## src/rtl/pix_pkg.sv

```systemverilog
// Shared constants and state type for the 12-bit to 16-bit pixel word packer.
package pix_pkg;

  localparam int PixWidth  = 12;  // sensor pixel width
  localparam int WordWidth = 16;  // RAM write word width
  localparam int AccWidth  = 32;  // accumulator holds up to two words of bits
  localparam int BitsWidth = 6;   // fill level 0..32 plus headroom for +12

  typedef enum logic [1:0] {
    IDLE,
    ARMED,
    CAPTURE,
    FLUSH
  } pix_pack_state_t;

endpackage

```

## src/rtl/pix_bit_accumulator.sv

```systemverilog
// Bit accumulator: appends pixels LSB-first, emits 16-bit words through a
// valid/ready output register, and zero-pads a partial word on request.
module pix_bit_accumulator
  import pix_pkg::*;
(
  input  logic                 pix_clk,
  input  logic                 pix_rst,
  input  logic                 i_push,      // pixel presented this cycle
  input  logic [PixWidth-1:0]  i_pix,
  input  logic                 i_pad,       // flushing: round a partial word up to 16 bits
  input  logic                 i_wr_ready,
  output logic                 o_can_push,  // room for a pixel this cycle
  output logic                 o_empty,     // no bits left in the accumulator
  output logic [WordWidth-1:0] o_wr_data,
  output logic                 o_wr_valid
);

  logic [AccWidth-1:0]  r_acc;
  logic [BitsWidth-1:0] r_acc_bits;
  logic [WordWidth-1:0] r_wr_data;
  logic                 r_wr_valid;

  logic                 w_pop;
  logic                 w_do_push;
  logic                 w_pad_now;
  logic [BitsWidth-1:0] w_bits_after;
  logic [AccWidth-1:0]  w_acc_shift;

  // A word leaves when one is complete and the output register is free or draining.
  assign w_pop        = (r_acc_bits >= BitsWidth'(WordWidth)) && (!r_wr_valid || i_wr_ready);
  assign w_bits_after = r_acc_bits - (w_pop ? BitsWidth'(WordWidth) : '0);
  assign w_acc_shift  = w_pop ? (r_acc >> WordWidth) : r_acc;
  assign o_can_push   = (w_bits_after + BitsWidth'(PixWidth)) <= BitsWidth'(AccWidth);
  assign w_do_push    = i_push && o_can_push;
  // Bits above the fill level are always zero, so padding is just raising the level.
  assign w_pad_now    = i_pad && (r_acc_bits != '0) && (r_acc_bits < BitsWidth'(WordWidth));

  // Accumulator: pop and push can happen together, push lands above the remaining bits.
  always_ff @(posedge pix_clk) begin
    // NOTE: sequential state uses non-blocking assignments so every flop samples
    // the pre-edge values regardless of statement order.
    if (pix_rst) begin
      r_acc      <= '0;
      r_acc_bits <= '0;
    end else if (w_do_push) begin
      r_acc      <= w_acc_shift | (AccWidth'(i_pix) << w_bits_after);
      r_acc_bits <= w_bits_after + BitsWidth'(PixWidth);
    end else if (w_pad_now) begin
      r_acc_bits <= BitsWidth'(WordWidth);
    end else begin
      r_acc      <= w_acc_shift;
      r_acc_bits <= w_bits_after;
    end
  end

  // Output register: loads on pop, holds until accepted, clears on accept.
  always_ff @(posedge pix_clk) begin
    if (pix_rst) begin
      r_wr_data  <= '0;
      r_wr_valid <= 1'b0;
    end else if (w_pop) begin
      r_wr_data  <= r_acc[WordWidth-1:0];
      r_wr_valid <= 1'b1;
    end else if (r_wr_valid && i_wr_ready) begin
      r_wr_data  <= '0;
      r_wr_valid <= 1'b0;
    end
  end

  assign o_empty    = (r_acc_bits == '0);
  assign o_wr_data  = r_wr_data;
  assign o_wr_valid = r_wr_valid;

endmodule

```

## src/rtl/pix_word_packer.sv

```systemverilog
// Frame-level control for the pixel packer: arm/capture/flush FSM, frame-valid
// edge detection, pixel counter and sticky overflow.
module pix_word_packer
  import pix_pkg::*;
#(
  parameter int PixCountWidth = 21
) (
  input  logic                     pix_clk,
  input  logic                     pix_rst,
  input  logic                     capture,
  input  logic                     pix_frameValid,
  input  logic [PixWidth-1:0]      pix_d,
  input  logic                     pix_dValid,
  output logic [WordWidth-1:0]     wr_data,
  output logic                     wr_valid,
  input  logic                     wr_ready,
  output logic [PixCountWidth-1:0] pix_count,
  output logic                     overflow,
  output logic                     done,
  output logic                     busy
);

  pix_pack_state_t r_state;
  pix_pack_state_t w_state_next;
  logic            r_fv_prev;
  logic [PixCountWidth-1:0] r_pix_count;
  logic            r_overflow;

  logic w_start;
  logic w_present;
  logic w_can_push;
  logic w_empty;
  logic w_done;

  // Only a fresh rising edge starts capture, so a frame already running is skipped.
  assign w_start   = (r_state == ARMED) && pix_frameValid && !r_fv_prev;
  assign w_present = (r_state == CAPTURE) && pix_frameValid && pix_dValid;

  pix_bit_accumulator u_acc (
    .pix_clk    (pix_clk),
    .pix_rst    (pix_rst),
    .i_push     (w_present),
    .i_pix      (pix_d),
    .i_pad      (r_state == FLUSH),
    .i_wr_ready (wr_ready),
    .o_can_push (w_can_push),
    .o_empty    (w_empty),
    .o_wr_data  (wr_data),
    .o_wr_valid (wr_valid)
  );

  // State register and frame-valid history.
  always_ff @(posedge pix_clk) begin
    if (pix_rst) begin
      r_state   <= IDLE;
      r_fv_prev <= 1'b0;
    end else begin
      r_state   <= w_state_next;
      r_fv_prev <= pix_frameValid;
    end
  end

  // Next-state and done decode.
  always_comb begin
    // NOTE: defaults first so every path assigns every output and no latch is inferred.
    w_state_next = r_state;
    w_done       = 1'b0;
    case (r_state)
      IDLE:    if (capture)         w_state_next = ARMED;
      ARMED:   if (w_start)         w_state_next = CAPTURE;
      CAPTURE: if (!pix_frameValid) w_state_next = FLUSH;
      FLUSH: begin
        if (w_empty && !wr_valid) begin
          w_state_next = IDLE;
          w_done       = 1'b1;
        end
      end
      default: w_state_next = IDLE;
    endcase
  end

  // Per-frame statistics: cleared on capture start, saturating count, sticky drop flag.
  always_ff @(posedge pix_clk) begin
    if (pix_rst) begin
      r_pix_count <= '0;
      r_overflow  <= 1'b0;
    end else if (w_start) begin
      r_pix_count <= '0;
      r_overflow  <= 1'b0;
    end else if (w_present) begin
      if (!w_can_push) begin
        r_overflow <= 1'b1;
      end else if (r_pix_count != '1) begin
        r_pix_count <= r_pix_count + PixCountWidth'(1);
      end
    end
  end

  assign pix_count = r_pix_count;
  assign overflow  = r_overflow;
  assign done      = w_done;
  assign busy      = (r_state != IDLE);

endmodule

```

## config.mk

```make
export PLATFORM = sky130hd
export DESIGN_NAME = pix_word_packer
export DESIGN_NICKNAME = d
export VERILOG_FILES = /design/src/rtl/pix_pkg.sv /design/src/rtl/pix_bit_accumulator.sv /design/src/rtl/pix_word_packer.sv
export SDC_FILE = /design/constraint.sdc
export NUM_CORES = 1
export LEC_CHECK = 0
export ABC_AREA = 1
export CAP_MARGIN = 20
export CORE_ASPECT_RATIO = 1.5
export CORE_MARGIN = 2
export CORE_UTILIZATION = 55
export CTS_CLUSTER_DIAMETER = 150
export DETAILED_ROUTE_END_ITERATION = 6
export GPL_ROUTABILITY_DRIVEN = 1
export PLACE_DENSITY_LB_ADDON = 0.12
export SYNTH_ARGS = -nofsm -noshare
export SYNTH_HDL_FRONTEND = slang
export SYNTH_HIERARCHICAL = 1
export SYNTH_SLANG_ARGS = --single-unit
```

## constraint.sdc

```tcl
create_clock -name pix_clk -period 3.25 [get_ports pix_clk]
set_input_delay 0.325 -clock pix_clk [delete_from_list [all_inputs] [get_ports pix_clk]]
set_output_delay 0.325 -clock pix_clk [all_outputs]
set_load 0.005 [all_outputs]
```

; After elaboration in Yosys (flattened, before gate mapping)
; Index checks and enable logic that the tools add are counted.
[totals]
in_bits = 18
register_bits = 80
word_cells = 65
out_inout_bits = 41
[op_classes]
n_bitwise = 2
shift = 1
add_sub_neg = 3
n_eq_ne = 9
n_mux = 17
n_reduce_logical = 22
n_lt_le_gt_ge = 3
[ops]
columns = cell, n
row1 = $mux 32, 3
row2 = $mux 16, 2
row3 = $or 32x32->32, 1
row4 = $shl 12x6->32, 1
row5 = $add 21x1->21 const B, 1
row6 = $ne 21x21->1 const B, 1
row7 = $mux 6, 2
row8 = $logic_and 1x1->1, 10
row9 = $mux 2, 4
row10 = $ne 2x2->1 const B, 4
row11 = $pmux 2 s4, 1
row12 = $add 6x4->6 const B, 1
row13 = $ge 6x5->1 const B, 1
row14 = $le 6x6->1 const B, 1
row15 = $logic_not 6->1, 1
row16 = $lt 6x5->1 const B, 1
row17 = $reduce_bool 6->1, 1
row18 = $sub 6x6->6, 1
row19 = $mux 5, 1
row20 = $eq 2x2->1 const B, 2
row21 = $mux 1, 4
row22 = $reduce_and 4->1, 1
row23 = $reduce_bool 2->1, 2
row24 = $reduce_and 3->1, 1
row25 = 8 further kinds, 9

; Depth between registers and ports, before layout
; Gate-level depths: netlist of run 1.
[depth]
ltp_word = 9
ltp_mapped = 20
ltp_nobuf = 17

; Cells and area by module
; Netlist of run 1, hierarchy kept.
[modules_own_cells]
columns = mod, cells_each, area_per_inst_um2, seq_area_each_um2, n_inst
row1 = pix_bit_accumulator, 415, 2667.6, 1061.0, 1
row2 = pix_word_packer, 213, 1425.1, 500.5, 1

; Worst setup path before layout of run 1
; OpenSTA, ideal clock, no wires.
[synth_path]
path_kind = register to register
from = reg u_acc.r_wr_valid, in the netlist u_acc/o_wr_valid
to = reg r_pix_count[15], in the netlist pix_count[15]
setup_time_ns = 0.115
setup_slack_ns = 0.702
path_stages_with_launch = 19
n_path_buf = 3
period_less_slack_ns = 2.548
required_ns = 3.135
arrival_time_ns = 2.433
path_cell_list = dfxtp_1 -> nand2_1 -> nand2_1 -> inv_1 -> buf_2 -> ha_1 -> inv_2 -> o21ai_0 -> nand2_1 -> nand3_2 -> buf_2 -> inv_1 -> nor2_2 -> buf_4 -> nand2_2 -> nor3_1 -> nand3_1 -> nand2_1 -> nor2_1
[synth_via]
elab_chain_cells = 8
[synth_lines]
columns = item, line_no
row1 = "start, declared", pix_bit_accumulator.sv:21  ; logic r_wr_valid;
row2 = "start signal, assigned", pix_bit_accumulator.sv:60  ; r_wr_valid <= 1'b0;
row3 = "start signal, assigned", pix_bit_accumulator.sv:63  ; r_wr_valid <= 1'b1;
row4 = "start signal, assigned", pix_bit_accumulator.sv:66  ; r_wr_valid <= 1'b0;
row5 = $logic_not 1->1, pix_bit_accumulator.sv:30  ; assign w_pop = (r_acc_bits >= BitsWidth'(WordWidth)) && (!r_wr_valid || i_wr_ready);
row6 = $logic_or 1x1->1, pix_bit_accumulator.sv:30
row7 = $logic_and 1x1->1, pix_bit_accumulator.sv:30
row8 = net u_acc.w_pop, pix_bit_accumulator.sv:23  ; logic w_pop;
row9 = $mux 5, pix_bit_accumulator.sv:31  ; assign w_bits_after = r_acc_bits - (w_pop ? BitsWidth'(WordWidth) : '0);
row10 = $sub 6x6->6, pix_bit_accumulator.sv:31
row11 = $add 6x4->6, pix_bit_accumulator.sv:33  ; assign o_can_push = (w_bits_after + BitsWidth'(PixWidth)) <= BitsWidth'(AccWidth);
row12 = $le 6x6->1, pix_bit_accumulator.sv:33
row13 = net w_can_push, pix_word_packer.sv:31  ; logic w_can_push;
row14 = $reduce_and 3->1 (no source line), n/a
row15 = "end signal, assigned", pix_word_packer.sv:94  ; r_pix_count <= r_pix_count + PixCountWidth'(1);
row16 = "end, declared", pix_word_packer.sv:26  ; logic [PixCountWidth-1:0] r_pix_count;
; The timed path passes the listed nets, and every way through them passes these cells.
; A chain may end at the register's enable or synchronous reset.

; Worst setup path after layout of run 1
[layout_path]
from = in wr_ready
to = reg r_pix_count[7], in the netlist pix_count[7]
[layout_via]
elab_chain_cells = 7
[layout_lines]
columns = item, line_no
row1 = "start, declared", pix_word_packer.sv:16  ; input logic wr_ready,
row2 = $logic_or 1x1->1, pix_bit_accumulator.sv:30
row3 = $logic_and 1x1->1, pix_bit_accumulator.sv:30
row4 = $mux 5, pix_bit_accumulator.sv:31
row5 = $sub 6x6->6, pix_bit_accumulator.sv:31
row6 = $add 6x4->6, pix_bit_accumulator.sv:33
row7 = $le 6x6->1, pix_bit_accumulator.sv:33
row8 = net w_can_push, pix_word_packer.sv:31
row9 = $reduce_and 3->1 (no source line), n/a
; The timed path passes the listed nets, and every way through them passes these cells.

==> results.py, run 1 <==
metrics = {
    "sta": {
        "holdWs_ns": 0.2495,
        "finalClockSkew_ns": 0.006261,
        "finalCritPeriodShare_pct": 81.01,
        "max-slew-margin-rel_pct": 49.06,
        "slew_viol_final": 0,
        "fin_crit_ns": 2.633,
        "max_freq_ghz": 0.3798,
        "worst_slack_ns": 0.6173,
        "fin_setup_tns_ns": 0,
        "rsz0062_at_grt": "false",
        "setup_violations": 0,
        "tightest_slew_ns": 0.7633,
        "finalHoldViolCount": 0,
    },
    "routing": {
        "wl_um": 9628,
        "avgRoutedWirePerCell_um": 12.41,
        "drtPass1Iterations": 5,
        "postRouteAntennaNets": 0,
        "viasPerCell": 5.313,
        "num_vias": 4123,
        "drc": 0,
        "dr.first_iter.drc_count": 200,
    },
    "layout": {
        "drive_gt1_share_pct": 5.769,
        "num-nets-final": 699,
        "synthToLayoutAreaGrowth_pct": 18.80,
        "fillers": 673,
        "multiInputGateArea_um2": 2150,
        "layout.cells.non_filler": 776,
        "final-seq-area_um2": 1562,
        "diodes": 0,
    },
    "clock_tree": {
        "cts_buffers": 9,
        "clk_pin_slew_ns": 0.07,
        "ctsHoldBuffers": 0,
        "clkLatencyLatePin_ns": 0.35,
        "post_cts_resized": 0,
        "cts_setup_buffers": 0,
        "cts.sinks": 78,
        "cts_tree": "yes",
        "clock_tree.buffer_depth": 2,
        "clockRootBuffer": "clkbuf_8",
        "cts_max_level": 3,
    },
    "worst_setup_path": {
        "required_ns": 3.50,
        "end_kind": "flop",
        "worstPathArrival_ns": 2.88,
        "r2r_slack_ns": 0.65,
        "cp_cell_sequence": "clkdlybuf4s50_1, inv_1, nand2_1, nand2_1, inv_1, ha_1, inv_2, o21ai_0, nand2_1, nand3_2, inv_1, nor2_2, inv_1, nor3b_1, nand3_1, nand2_1, nor2_1",
        "crit_path_start_kind": "input pin",
        "critPathMaxFanout": 11,
        "slowest_stage": "clkdlybuf4s50_1",
        "crit_type": "in -> reg",
        "cp_slowest_stage_delay_ns": 0.44,
    },
    "synthesis": {
        "synthArstFlopShare_pct": 0,
        "seq_area_frac_synth_pct": 38.15,
        "synth_top_area_share_pct": 38.15,
        "ys_warn_count": 6,
        "yosysTopAreaCell": "dfxtp_1",
        "netlist_area_um2": 4093,
        "syn_inst": 628,
        "synth-edff-count": 0,
        "synth_fp_nets": 655,
        "ys_ff_latch": 78,
        "synth_area_per_cell_um2": 6.517,
        "synth_most_common_cell": "nand2_1",
        "synthTopCellsByArea": "dfxtp_1 38%, nand2_1 19%, a21oi_1 9.3%",
        "yosysUniqueCellTypes": 28,
        "synthTopCellsByCount": "209 x nand2_1, 78 x dfxtp_1, 76 x a21oi_1, 58 x nor2_1",
        "synthFlopType": "dfxtp_1",
    },
    "placement": {
        "dpl.cell_count": 761,
        "numPortBuffers": 58,
        "gp_congestion": 0.8859,
        "hpwl_um": 6931,
        "pre_cts_slack_ns": 0.2802,
    },
    "die": {
        "die_width_um": 74.44,
        "rows": 38,
        "io_pins": 59,
        "die_y_um": 109.7,
        "coreArea_um2": 7227,
        "dieArea_um2": 8162,
        "start_util_pct": 56.63,
    },
    "power": {
        "p_total_w": 0.002991,
        "ir_worst_vdd_uv": 387.2,
        "p_leak_nw": 1.898,
        "power.density_nw_per_um2": 615.2,
    },
    "grt": {
        "grtUsageTotal_pct": 25.29,
        "grt_max_degree": 50,
        "grt_pass1_vias": 3717,
        "grt_pass1_wl_um": 16350,
        "antenna_found_initial": 0,
        "grt_remaining_overflow": 0,
    },
    "outcome": {
        "status": "complete, no violations",
    },
    "job": {
        "maxCapViolCount": 0,
    },
    "hold_path": {
        "hold_class": "in -> reg",
    },
}
==> sequential cells by signal (all words and copies together) (netlist names) <==
signal and flops:
overflow 1, u_acc/o_wr_data 16, r_state 2, r_fv_prev 1, pix_count 21, u_acc/o_wr_valid 1
u_acc/r_acc 32, u_acc/r_acc_bits 4
==> where the power goes <==
part | internal [W] | switching, W | total (W)
combinational | 0.000350 | 0.000880 | 0.00123
sequential | 0.00100 | 0.0000487 | 0.00105
clock | 0.000369 | 0.000339 | 0.000708
total | 0.00172 | 0.00127 | 0.00299
==> logic make-up after synthesis <==
kind of cell | synth area share, %
fa+ha+maj | 2.752
buf+inv | 9.324
flops | 38.15
simple gates | 38.12
compound gates | 11.65
==> layout make-up <==
cell class	instances	area share [%]
timing repair buffer	66	13.07
tap	100	2.573
clock inverter	4	0.9779
inverter	53	4.143
sequential	78	32.12
multi-input combinational	464	44.21
clock buffer	11	2.908
==> critical path: cells and delay by family <==
family | cells | cell delay [ns]
simple gates | 9 | 1.25
fa+ha+maj | 1 | 0.35
compound gates | 1 | 0.07
buf+inv | 6 | 0.85
==> stage by stage <==
stage / instance area, um^2 / util, %
final: 4862 / 67.28
after global routing: 4862 / 67.28
after CTS: 4862 / 67.28
after detailed placement: 4673 / 64.66
after global placement: 4673 / 64.66
after floorplan: 4093 / -
==> layout by cell type, fill, tap and decap left out <==
master	synthesis	routed
nor3_1	4	4
bufinv_16	0	1
nand4_1	24	24
clkdlybuf4s50_1	0	57
nand3_4	1	1
inv_2	3	3
nor3b_1	2	2
nor2_4	2	2
nor2_2	4	4
ha_1	9	9
a31oi_1	1	1
nand3b_1	3	3
buf_2	15	1
a21oi_1	76	76
buf_4	2	8
dfxtp_1	78	78
clkbuf_1	9	1
nand3_2	1	1
clkinv_2	0	2
inv_1	49	49
a211oi_1	1	1
nand2_2	3	3
nand2_4	1	1
clkbuf_8	0	10
clkinvlp_4	0	1
nand2_1	209	209
nor2_1	58	58
a21boi_0	1	1
inv_4	1	1
nand3_1	49	49
o21ai_0	15	15
==> path summary, 6_finish.rpt <==
check	to	depth (start not counted)	startpoint
worst min-delay path	u_acc/r_acc[16]	2	pix_rst
worst max-delay path	pix_count[7]	17	wr_ready
worst max register to register	pix_count[7]	15	u_acc/o_wr_valid
worst min register to register	u_acc/r_acc[23]	2	u_acc/r_acc[23]
==> layer usage <==
metal	wire length (um)	global-route usage (%)	vias up
met1	4081	29.85	1868
met5	0	0	-
met3	398	4.125	23
li1	-	-	2116
met2	4857	43.93	116
met4	291	11.61	0
(Power assumes the default switching activity.)
==> run 2: changes to the inputs <==
CORE_UTILIZATION = 49   (was 55)
clock period = 2.4 ns   (was 3.25 ns; I/O delays follow)
==> results.py, run 2 (synthesis gave the netlist of run 1 again) <==
metrics = {
    "hold_path": {
        "min_from": "pix_rst",
        "holdPathStages": 2,
        "worstHoldEndpoint": "u_acc/r_acc_bits[3]",
        "hold_class": "in -> reg",
    },
    "layout": {
        "fillers": 747,
        "synthToLayoutAreaGrowth_pct": 25.13,
        "diodes": 0,
        "finalInstanceArea_um2": 5121,
        "largest_reg_flops": 32,
        "final_common_cell": "nand2_1",
        "final_cell_mix": "209 x nand2_1, 77 x dfxtp_1, 76 x a21oi_1",
        "layout.cells.non_filler": 794,
        "drive_gt1_share_pct": 8.708,
        "num-nets-final": 711,
        "largest-register": "u_acc/r_acc",
    },
    "grt": {
        "grt_max_degree": 50,
        "grt_pass1_wl_um": 16440,
        "grt_pass1_vias": 3735,
        "grt_remaining_overflow": 0,
        "antenna_found_initial": 0,
        "grtUsageTotal_pct": 22.54,
    },
    "placement": {
        "gp_congestion": 0.9102,
        "hpwl_um": 7117,
        "numPortBuffers": 58,
        "dpl.cell_count": 778,
        "place_area_um2": 4783,
    },
    "sta": {
        "max-slew-margin-rel_pct": 64.83,
        "rsz0062_at_grt": "false",
        "fin_setup_tns_ns": 0,
        "max_freq_ghz": 0.4522,
        "finalClockSkew_ns": 0.004865,
        "slew_viol_final": 0,
        "setup_violations": 0,
        "fin_crit_ns": 2.211,
        "finalCritPeriodShare_pct": 92.14,
        "holdWs_ns": 0.1960,
        "finalHoldViolCount": 0,
        "tightest_slew_ns": 0.5263,
    },
    "worst_setup_path": {
        "critPathMaxFanout": 7,
        "r2r_slack_ns": 0.19,
        "crit_path_start_kind": "flop",
        "crit_type": "reg -> reg",
        "required_ns": 2.63,
        "rr_endpoint": "pix_count[13]",
        "r2r_cells": 17,
        "end_kind": "flop",
        "worstReg2RegStart": "u_acc/r_acc_bits[5]",
        "worstPathArrival_ns": 2.44,
    },
    "routing": {
        "dr.first_iter.drc_count": 179,
        "avgRoutedWirePerCell_um": 12.22,
        "postRouteAntennaNets": 0,
        "drtPass1Iterations": 5,
        "wl_um": 9706,
        "num_vias": 4122,
        "viasPerCell": 5.191,
        "drc": 0,
    },
    "die": {
        "die_y_um": 115.9,
        "rows": 40,
        "dieArea_um2": 9114,
        "io_pins": 59,
        "start_util_pct": 50.79,
        "die_width_um": 78.62,
        "coreArea_um2": 8058,
    },
    "clock_tree": {
        "cts_tree": "yes",
        "clkLatencyLatePin_ns": 0.33,
        "clock_tree.buffer_depth": 2,
        "cts.sinks": 78,
        "cts_buffers": 9,
        "cts_setup_buffers": 0,
        "cts_max_level": 3,
        "ctsHoldBuffers": 0,
        "clockRootBuffer": "clkbuf_16",
        "clk_pin_slew_ns": 0.06,
        "post_cts_resized": 0,
    },
    "job": {
        "maxCapViolCount": 0,
    },
    "power": {
        "ir_worst_vdd_uv": 478.8,
        "p_leak_nw": 2.025,
        "power.density_nw_per_um2": 913.2,
    },
    "outcome": {
        "status": "complete, no violations",
    },
}
==> run 2: cell count changes in the layout (fill, tap and decap cells not counted), sizes merged <==
| cell | before | now |
|---|---|---|
| buf | 9 | 21 |
| bufinv | 1 | 2 |
| clkbuf | 11 | 10 |
| clkdlybuf4s50 | 57 | 56 |
| clkinv | 2 | 3 |
| dlymetal6s2s | 0 | 1 |
==> run 2: worst max-delay path by stage <==
stage / endpoint / start / cells past startpoint / slack [ns]
5_1_grt: pix_count[6] / u_acc/r_acc_bits[5] / 18 / 0.003
4_1_cts: pix_count[19] / wr_ready / 18 / 0.13
2_1_floorplan: pix_count[14] / u_acc/r_acc_bits[5] / 19 / 0.0003
3_3_place_gp: pix_count[19] / wr_ready / 18 / -0.15
3_5_place_dp: pix_count[7] / wr_ready / 18 / -0.21
6_report: pix_count[13] / u_acc/r_acc_bits[5] / 17 / 0.19
==> run 2: final cells by class <==
class                           count  area [um^2]  area share (%)
Timing Repair Buffer               78        728.2           14.22
Clock inverter                      6        86.33           1.686
Sequential cell                    78         1563           30.52
Tap cell                          105        131.4           2.565
Multi-Input combinational cell    464         2182           42.61
Inverter                           53        201.4           3.934
Clock buffer                       10        229.0           4.471
==> run 2: layer usage <==
metal	vias to the layer above	GRT usage (%)	part of all wire, %
li1	2145	-	-
met1	1857	25.27	42
met2	95	40.63	51
met3	25	4.361	3.9
met4	0	10.88	3.4
met5	-	0	0
==> run 2: per-stage QoR <==
step / power, W / utilization, % / worst slack [ns]
final: 0.004677 / 63.56 / 0.1887
after CTS: 0.004710 / 63.28 / 0.1323
after global routing: 0.004978 / 63.56 / 0.003352
after detailed placement: 0.003277 / 59.36 / -0.2111
after global placement: 0.003243 / 59.36 / -0.1544
after floorplan: 0.002729 / - / 0.0002993
==> run 2: worst max-delay path: stages (launching register included) <==
cell,delay [ns]
dfxtp_1,0.32
inv_2,0.07
nand2_1,0.09
nand2_1,0.09
inv_1,0.08
ha_4,0.29
inv_2,0.05
o21ai_0,0.06
nand2_1,0.10
nand3_2,0.09
inv_1,0.06
nor2_2,0.09
buf_4,0.15
nand3_1,0.16
nor2_1,0.18
nand3_1,0.09
nand2_1,0.08
nor2_1,0.04
==> run 2: where the power goes <==
part	internal [W]	switching, W
Sequential	0.00136	0.0000438
Combinational	0.000620	0.00123
Clock	0.000908	0.000513
==> variant 1 (flow settings as in run 1) <==
Change the package constant `AccWidth` from 32 to 40.
--- a/src/rtl/pix_pkg.sv
+++ b/src/rtl/pix_pkg.sv
@@ -5,3 +5,3 @@
   localparam int WordWidth = 16;  // RAM write word width
-  localparam int AccWidth  = 32;  // accumulator holds up to two words of bits
+  localparam int AccWidth  = 40;  // accumulator holds up to two words of bits
   localparam int BitsWidth = 6;   // fill level 0..32 plus headroom for +12
Check against the original RTL: not equivalent (a bounded check fails within 10 cycles, from zero or initial values and one cycle with pix_rst high).
==> variant 1 against run 1 <==
Synthesized area increased by 16%; critical path depth shrank 1; first-iteration DRC count is 26% higher; wire length grew 30%; maximum frequency fell by 6.8%; total power grew 31%; non-clock buffer count rose by 5; design area grew 16%; synthesized cell count is 15% higher; die area grew 15%; worst setup slack got worse by 0.19 ns; sequential cell count grew 8; final cell count increased by 13%; critical endpoint unchanged.
==> variant 1: results (changes against run 1) <==
status:
  status: "complete, no violations"
global_route:
  grt_pass1_vias: 4434  # +19%
  gr-usage-met2: 0.503  # +0.0633
  grt_use_met3: 0.0445  # +0.00323
  grt_pass1_wl_mm: 20.7  # +27%
synth:
  seq_area_frac_synth: 0.363  # -0.0185
  synth_area_leaders: "dfxtp_1 (36%), nand2_1 (19%), a21oi_1 (7.9%), nand3_1 (7.2%), nor2_1 (5.2%)"
  syn_nets: 750  # +15%
  synth_commonest_cells: "nand2_1 (236), dfxtp_1 (86), a21oi_1 (75), nand3_1 (68), nor2_1 (66)"
pwr:
  max-vdd-ir-drop_v: 0.000383  # -1.2%
  p_leak_uw: 0.00236  # +24%
min_path:
  whs_endpoint: "r_fv_prev"
placed_design:
  placedInstanceArea_mm2: 0.00532  # +14%
  gp_congestion: 0.927  # +4.6%
  dp_hpwl_mm: 8.96  # +29%
critical_path:
  cp.arrival_ns: 3.05  # +0.17 ns
  slowest_delay_ns: 0.37  # -0.07 ns
  worstRegToRegCells: 16  # +1
  critPathTopFamily: "simple AND/OR/NAND/NOR gates"
  timing.rr.start: "u_acc/r_acc_bits[5]"
  regToRegSetupSlack_ns: 0.43  # -0.22 ns
layout:
  drive_gt1_frac: 0.0661  # +0.00846
  fillers: 788  # +17%
  nets: 793  # +13%
sta:
  worst_slew_pin_slew_ns: 0.599  # -0.164 ns
  skew_ns: 0.00556  # -0.000705 ns
cts:
  clock-root-buffer: "clkbuf_16"
  clk_latency_ns: 0.34
==> variant 1: cell count changes after synthesis, sizes merged, moves of 2 or more <==
cell,delta
dfxtp,+8
nand3,+19
mux2i,+8
nor2,+8
nand2,+31
nand3b,-2
o21bai,+8
nand4,+7
clkbuf,+5
==> variant 1: layout make-up <==
class	instances	area (µm²)	area share
Timing Repair Buffer	71	673	0.120
Clock inverter	7	81.3	0.0145
Multi-Input combinational cell	543	2580	0.459
Tap cell	107	134	0.0238
Inverter	55	206	0.0367
Clock buffer	9	225	0.0401
Sequential cell	86	1720	0.306
==> variant 1: metrics by stage <==
stage | setup WS [ns] | total power (µW) | std cells | hold WS [ns]
floorplan | 0.478 | 2430 | 723 | 0.396
global route | 0.0532 | 4190 | 878 | 0.210
detailed placement | 0.119 | 2880 | 862 | 0.455
global placement | 0.224 | 2840 | 862 | 0.451
finish | 0.425 | 3930 | 878 | 0.196
CTS | 0.459 | 3930 | 878 | 0.186
==> variant 1: power by group <==
part           internal [µW]  leakage [µW]  switching [µW]
clock network            606      0.000147             435
registers               1110      0.000694            39.5
logic                    494       0.00152            1250
total                   2210       0.00236            1720
==> variant 1: logic make-up after synthesis <==
logic type	synth area share
buf+inv	0.0934
simple gates	0.390
flops	0.363
fa+ha+maj	0.0237
mux	0.0169
compound gates	0.113
==> variant 1: routing by layer <==
metal	vias to the layer above	wire [µm]
met1	2270	4880
met2	135	6610
met4	0	503
met5	-	0
met3	32	519
li1	2447	-
==> variant 1: worst max-delay path by stage <==
stage	from	end	cells past startpoint
final	u_acc/r_acc_bits[5]	pix_count[7]	16
after floorplan	u_acc/o_wr_valid	pix_count[15]	19
after global placement	wr_ready	pix_count[7]	17
after CTS	u_acc/r_acc_bits[5]	pix_count[7]	16
after detailed placement	wr_ready	pix_count[7]	17
after global routing	u_acc/r_acc_bits[5]	pix_count[7]	16
==> variant 2 (config.mk and constraints of run 1) <==
Without the edit above. Reset style: asynchronous (`pix_rst`), changed in 4 clocked blocks.
--- a/src/rtl/pix_bit_accumulator.sv
+++ b/src/rtl/pix_bit_accumulator.sv
@@ -38,3 +38,3 @@
   // Accumulator: pop and push can happen together, push lands above the remaining bits.
-  always_ff @(posedge pix_clk) begin
+  always_ff @(posedge pix_clk or posedge pix_rst) begin
     // NOTE: sequential state uses non-blocking assignments so every flop samples
@@ -56,3 +56,3 @@
   // Output register: loads on pop, holds until accepted, clears on accept.
-  always_ff @(posedge pix_clk) begin
+  always_ff @(posedge pix_clk or posedge pix_rst) begin
     if (pix_rst) begin
--- a/src/rtl/pix_word_packer.sv
+++ b/src/rtl/pix_word_packer.sv
@@ -52,3 +52,3 @@
   // State register and frame-valid history.
-  always_ff @(posedge pix_clk) begin
+  always_ff @(posedge pix_clk or posedge pix_rst) begin
     if (pix_rst) begin
@@ -82,3 +82,3 @@
   // Per-frame statistics: cleared on capture start, saturating count, sticky drop flag.
-  always_ff @(posedge pix_clk) begin
+  always_ff @(posedge pix_clk or posedge pix_rst) begin
     if (pix_rst) begin
Function: differs if pix_rst is asserted again (counterexample within 4 cycles, from zero or initial values and one cycle with pix_rst high); with pix_rst held inactive, the same outputs for 10 cycles.
==> variant 2 against run 1 <==
Largest cell class unchanged; die area grew 10%; sequential cell count is the same; worst setup slack lost 0.10 ns; synthesized area grew 11%; sequential power grew 26%; sequential share of layout area grew 3.4 points; non-clock buffer count is the same; design area grew 13%; critical endpoint is now pix_count[5]; synthesized cell count shrank 1.9%; via count grew 2.7%; worst hold slack gained 0.011 ns; wire length grew 16%; total power grew 39%; largest power group unchanged.
==> variant 2: results (changes against run 1) <==
synth:
  seq_area_frac_synth: 0.431  # +0.0495
  yosys.cell_types.count: 33  # +18%
  synth_ff_type: "dfrtp_1"
  ys_async_sr_fraction: 1.00  # +1.00
  syn_nets: 643  # -1.8%
  synth_commonest_cells: "nand2_1 (232), nand3_1 (81), dfrtp_1 (78), nor2_1 (55), inv_1 (44)"
  synth_area_leaders: "dfrtp_1 (43%), nand2_1 (19%), nand3_1 (9.0%), nor2_1 (4.6%), inv_1 (3.6%)"
  syn_avg_cell_area_um2: 7.35  # +13%
  yosysTopAreaCellShare: 0.431  # +0.0495
placed_design:
  place_ws_ns: 0.239  # -0.0407 ns
cts:
  clock-root-buffer: "clkbuf_16"
  clk_latency_ns: 0.33  # -0.02 ns
layout:
  nets: 696  # -0.43%
  fillers: 695  # +3.3%
  drive_gt1_frac: 0.0816  # +0.0239
  layout.cells.non_filler: 779  # +0.39%
detailed_routing:
  first_iter_violations: 207  # +3.5%
  wl_mm: 11.2  # +16%
  dr_total_vias: 4236  # +2.7%
  met3_length_um: 426  # +7.0%
  wl_met2_mm: 5.97  # +23%
global_route:
  grt_max_degree: 54  # +8.0%
  grt_use_met3: 0.0479  # +0.00663
  grt_pass1_wl_mm: 18.7  # +14%
  met1_usage: 0.312  # +0.0137
  gr-usage-met2: 0.466  # +0.0268
  grt_pass1_vias: 3952  # +6.3%
  globalRouteTotalUtil: 0.264  # +0.0112
critical_path:
  slowest_stage: "dfrtp_1"
  crit_start: "u_acc/r_acc_bits[2]"
  cp.arrival_ns: 3.01  # +0.13 ns
  slowest_delay_ns: 0.33  # -0.11 ns
  worstPathMaxFanout: 26  # +15
min_path:
  hold_path.class: "input port to asynchronous set/reset pin"
sta:
  worst_slew_pin_slew_ns: 0.557  # -0.206 ns
pwr:
  max-vdd-ir-drop_v: 0.000551  # +42%
  p_leak_uw: 0.00278  # +46%
status:
  status: "complete, no violations"
variant 2: cell types whose count changed in the layout (fill, tap and decap cells not counted), sizes merged, moves of 13 or more:
cell          run 1  this run
a21oi            76         4
dfrtp             0        78
dfxtp            78         0
nand2           213       238
nand3            51        86
o21ai            15        28
variant 2: path summary, 6_finish.rpt:
path,to,slack (ns),depth (start not counted)
setup / recovery,pix_count[5],0.52,12
hold / removal,u_acc/r_acc[7],0.26,2
setup reg to reg,pix_count[5],0.52,12
hold reg to reg,u_acc/o_wr_data[10],0.47,2
max in group asynchronous,u_acc/r_acc[10],2.48,3
min in group pix_clk,u_acc/o_wr_data[10],0.47,2
variant 2: final cells by class:
| cell class | count | area, µm² | area share |
|---|---|---|---|
| Multi-Input combinational cell | 462 | 2220 | 0.403 |
| Sequential cell | 78 | 1950 | 0.355 |
| Timing Repair Buffer | 66 | 673 | 0.122 |
| Clock buffer | 10 | 239 | 0.0434 |
| Inverter | 52 | 195 | 0.0355 |
| Tap cell | 105 | 131 | 0.0239 |
| Clock inverter | 6 | 93.8 | 0.0171 |
variant 2: cells by family (layout without fill, tap and decap cells):
kind of cell | count (synthesis) | count (layout) | synth area share
AO/OA/AOI/OAI | 40 | 40 | 0.0542
XOR/XNOR | 12 | 12 | 0.0232
adder cells (fa/ha/maj) | 9 | 9 | 0.0249
buffers and inverters | 76 | 134 | 0.0793
flip-flops | 78 | 78 | 0.431
AND/OR/NAND/NOR | 401 | 401 | 0.387
variant 2: through the flow:
stage | instance area (µm²) | hold slack, ns
floorplan | 4530 | 0.352
global placement | 5120 | 0.459
detailed placement | 5120 | 0.459
CTS | 5450 | 0.479
global route | 5500 | 0.293
finish | 5500 | 0.261
variant 2: report_power, final:
group | internal (µW) | switching, µW
combinational | 599 | 1140
sequential | 1160 | 159
clock | 699 | 405
